===== config.mk =====
export PLATFORM = sky130hd
export DESIGN_NAME = shift_register
export DESIGN_NICKNAME = d
export VERILOG_FILES = /design/src/rtl/shift_register_pkg.sv /design/src/rtl/shift_register_core.sv /design/src/rtl/shift_register.sv
export SDC_FILE = /design/constraint.sdc
export NUM_CORES = 1
export LEC_CHECK = 0
export ABC_AREA = 1
export BUFFER_PORTS_ARGS = -buffer_cell sky130_fd_sc_hd__buf_2
export CAP_MARGIN = 20
export CORE_AREA = 8 8 45 47
export CTS_BUF_LIST = sky130_fd_sc_hd__clkbuf_4 sky130_fd_sc_hd__clkbuf_8
export CTS_CLUSTER_DIAMETER = 60
export CTS_CLUSTER_SIZE = 24
export DETAILED_ROUTE_END_ITERATION = 12
export DIE_AREA = 0 0 53 55
export SYNTH_ARGS = -nofsm -noshare
export SYNTH_HDL_FRONTEND = slang
export SYNTH_SLANG_ARGS = --single-unit

===== constraint.sdc =====
create_clock -name clk -period 0.8 [get_ports clk]
set_clock_uncertainty 0.15 [all_clocks]
set_input_delay 0.04 -clock clk [delete_from_list [all_inputs] [get_ports clk]]
set_output_delay 0.04 -clock clk [all_outputs]
set_load 0.02 [all_outputs]

===== src/rtl/shift_register_pkg.sv =====
// -----------------------------------------------------------------------------
// shift_register_pkg
//   Shared definitions for the shift_register block.
//   - DEFAULT_WIDTH : default data word width in bits
//   - shift_dir_e   : shift direction encoding (left = toward MSB, right = toward LSB)
// -----------------------------------------------------------------------------
package shift_register_pkg;

    localparam int DEFAULT_WIDTH = 8;

    typedef enum logic {
        DIR_LEFT  = 1'b0,
        DIR_RIGHT = 1'b1
    } shift_dir_e;

endpackage : shift_register_pkg


===== src/rtl/shift_register_core.sv =====
// -----------------------------------------------------------------------------
// shift_register_core
//   Purely combinational one-position shifter.
//   Build option: SHIFT_REGISTER_ROTATE_EN
//     defined   -> rotate (the vacated bit takes the bit shifted out)
//     undefined -> logical shift (the vacated bit is 0)
// Ports:
//   word    in   WIDTH  word to be shifted
//   dir     in   1      DIR_LEFT (toward MSB) / DIR_RIGHT (toward LSB)
//   shifted out  WIDTH  word shifted by one position
// -----------------------------------------------------------------------------
module shift_register_core
    import shift_register_pkg::*;
#(
    parameter int WIDTH = DEFAULT_WIDTH   // legal: >= 2
) (
    input  logic [WIDTH-1:0] word,
    input  shift_dir_e       dir,
    output logic [WIDTH-1:0] shifted
);

    logic fill_left;    // bit entering at the LSB on a left shift
    logic fill_right;   // bit entering at the MSB on a right shift

`ifdef SHIFT_REGISTER_ROTATE_EN
    assign fill_left  = word[WIDTH-1];
    assign fill_right = word[0];
`else
    assign fill_left  = 1'b0;
    assign fill_right = 1'b0;
`endif

    always_comb begin
        // NOTE: default assignment first, so every path drives shifted and no latch is inferred.
        shifted = '0;
        unique case (dir)
            DIR_LEFT:  shifted = {word[WIDTH-2:0], fill_left};
            DIR_RIGHT: shifted = {fill_right, word[WIDTH-1:1]};
        endcase
    end

endmodule : shift_register_core


===== src/rtl/shift_register.sv =====
// -----------------------------------------------------------------------------
// shift_register
//   Registered one-position bidirectional shifter of a parallel input word.
//   Each enabled cycle data_in is shifted one bit and captured in data_out;
//   otherwise data_out holds. The shift always works on data_in, never on
//   data_out. Latency is one cycle; data_out is purely registered.
//   Build option: SHIFT_REGISTER_ROTATE_EN (rotate instead of zero fill).
// Ports:
//   clk        in   1      rising-edge clock
//   reset      in   1      asynchronous, active-high reset (clears data_out)
//   enable     in   1      1 = capture shifted data_in this edge, 0 = hold
//   direction  in   1      0 = shift left (toward MSB), 1 = shift right
//   data_in    in   WIDTH  parallel word to be shifted
//   data_out   out  WIDTH  registered shift result
// -----------------------------------------------------------------------------
module shift_register
    import shift_register_pkg::*;
#(
    parameter int WIDTH = DEFAULT_WIDTH   // legal: >= 2
) (
    input  logic             clk,
    input  logic             reset,
    input  logic             enable,
    input  logic             direction,
    input  logic [WIDTH-1:0] data_in,
    output logic [WIDTH-1:0] data_out
);

    logic [WIDTH-1:0] shifted;

    shift_register_core #(
        .WIDTH (WIDTH)
    ) u_core (
        .word    (data_in),
        .dir     (shift_dir_e'(direction)),
        .shifted (shifted)
    );

    // NOTE: sequential state uses non-blocking assignments so every register samples pre-edge values.
    always_ff @(posedge clk or posedge reset) begin
        if (reset) begin
            data_out <= '0;
        end else if (enable) begin
            data_out <= shifted;
        end
    end

endmodule : shift_register


==> flow_metrics.tcl <==
set metrics [dict create \
    placement_rows 14 \
    max_slew.worst_pin.slew_ns 0.313 \
    critPathKind "reg2out" \
    worst_path_max_delay_cell "dfrtp_2" \
    fillers 139 \
    worst_hold_slack_ns -0.107 \
    slowest_delay_ns 0.41 \
    layout_setup_ws_ns -0.188 \
    pint_mw 0.780 \
    drt-initial-drc-count 3 \
    route.detailed.wl_per_inst_um 11.9 \
    syn-mean-instance-area_um2 8.64 \
    multiInputGateArea_um2 168 \
    die_height_um 55 \
    pin_count 20 \
    pwr-share-comb_pct 27.8 \
    path_cells "buf_6" \
    finalHoldViolations 8 \
    cts_tree "built" \
    first_global_vias 369 \
    synthesis.area_um2 372 \
    clock_tree.root_cell "clkbuf_4" \
    switching_share_pct 28.3 \
    routed_wl_um 989 \
    design.die.area_um2 2920 \
    p_clk_share_pct 27.5 \
    fmax_mhz 1010 \
    cp.buffers_inverters 1 \
    area_growth_pct 68.4 \
    finalSetupViolations 9 \
    worst_setup_path_start_kind "flip-flop" \
    powerDensity_nw_per_um2 1740 \
    route.vias.total 374 \
    firstDrtPassIters 2 \
    placement.io_buffers 19 \
    area.sequential_um2 210 \
    cp_top_family "flip-flops" \
    largest_register_ffs 8 \
    total_switching_power_mw 0.308 \
    slew_headroom_pct 79.1 \
    layout_worst_path_cycle_share_pct 124 \
    all_layer_global_routing_usage_pct 7.80 \
    initial_core_util_pct 26.9 \
    drv_cap 0 \
    antenna_cells_inserted 0 \
    peakVddDrop_v 0.000718 \
    layout_top_registers "data_out (8)" \
    detailedPlacementHpwl_um 761 \
    core-area_um2 1380 \
    yosys_register_bits 8 \
    synth.yosys.seq_area_share_pct 53.9 \
    yosysWarnings 0 \
    layout-drive-gt1-share_pct 61.2 \
    cts-hold-fix-buffers 1 \
    cts_made_buffers 3 \
    met1Wirelength_um 457 \
    die_width_um 53 \
    yosys.cell_types.count 5 \
    detailroute.wirelength.met2_um 420 \
    worst_skew_pair.late_latency_ns 0.24 \
    crit_path_end_kind "output pin" \
    route.top_layer_used "met4" \
    hold_class "in2reg" \
    cts_num_sinks 8 \
    cellLeakagePower_nw 0.322 \
    final_antenna_net_count 0 \
    seq_power_share_pct 44.7 \
    place.gp.congestion 0.755 \
    grt_max_degree 15 \
    failing_checks "negative hold slack, negative setup slack" \
    route.detailed.drc 0 \
    grt_overflow_total 0 \
    power_mw 1.09 \
    drt-vias-per-instance 4.51 \
    mostFrequentLayoutCell "nand3_1" \
    syn-instance-count 43 \
    cts.htree.levels 1 \
    postSynthNetCount 55 \
    critical_path_rt_ns 0.61 \
    critical_path_peak_fanout 2 \
    clkTransAtPathRegs_ns 0.05 \
    finalNetCount 81 \
    arrival_ns 0.80 \
    timing.final.crit_period_ns 0.988 \
    grt_first_pass_wirelength_um 1640 \
    detailroute.wirelength.met3_um 92 \
    antenna_found_initial 0 \
    timing.final.max_slew_violations 0 \
    final_cell_mix "16 x nand3_1, 11 x buf_2, 9 x buf_6, 8 x dfrtp_2, 6 x nand2_1" \
    regMostFlops "data_out" \
    status "complete, but fails checks" \
    grt_setup_unrepaired "yes" \
    clock_path_buffers 2 \
]
synth_stat cells (all sizes together):
library cell  number  share of area [%]
nand2             10                 10
dfrtp              8                 54
nand3             20                 27
buf                2                6.1
inv                3                3.0
power by group through the flow:
stage	Sequential [mW]	Clock (mW)	Combinational [mW]
floorplan	0.535	0	0.0750
global placement	0.477	0	0.227
detailed placement	0.479	0	0.228
CTS	0.482	0.320	0.281
global route	0.492	0.335	0.330
finish	0.486	0.299	0.303
cells by family (layout without fill, tap and decap cells):
logic type	Yosys count	after routing	synth area share, %
AND/OR/NAND/NOR	30	30	37.0
flip-flops	8	8	53.9
buffers and inverters	5	29	9.09
final timing paths:
path | from | to | slack, ns | cells past startpoint
worst max-delay path | data_out[6]$_DFFE_PP0P_ | data_out[6] | -0.19 | 1
worst min-delay path | data_in[6] | data_out[7]$_DFFE_PP0P_ | -0.11 | 3
worst max register to register | data_out[3]$_DFFE_PP0P_ | data_out[3]$_DFFE_PP0P_ | -0.09 | 3
worst min register to register | data_out[0]$_DFFE_PP0P_ | data_out[0]$_DFFE_PP0P_ | 0.33 | 2
max in group asynchronous | reset | data_out[1]$_DFFE_PP0P_ | 0.12 | 3
min in group asynchronous | reset | data_out[7]$_DFFE_PP0P_ | 0.12 | 3
final cells by class:
class / instances / share of cell area, %
multi-input cells: 30 / 26.8
clock buffers: 3 / 3.60
flip-flops and latches: 8 / 33.6
inverters: 3 / 1.80
well taps: 16 / 3.20
repair buffers: 23 / 31.0
routing by layer:
layer  up-vias  GRT usage [%]
met2        15           10.4
met3         2           1.87
met5         -              0
li1        194              -
met4         0           7.76
met1       163           9.86
through the flow:
step	utilization (%)	setup slack, ns	TNS [ns]	std cells	cell area (um^2)
global route	45.2	-0.212	-1.89	83	626
global placement	36.3	0.0311	0	78	502
detailed placement	36.3	0.0220	0	78	502
floorplan	-	-0.0199	-0.119	43	382
CTS	42.2	-0.186	-1.47	82	584
finish	45.2	-0.188	-1.48	83	626
timing repair:
item / 4_1_cts / 5_1_grt
resized for setup: 16 / 9
cloned: 0 / 0
hold endpoints to repair: 16 / 8
buffers inserted: 0 / 1
endpoints found under the setup margin: 8 / 15
Power figures use the tool's default switching activity.
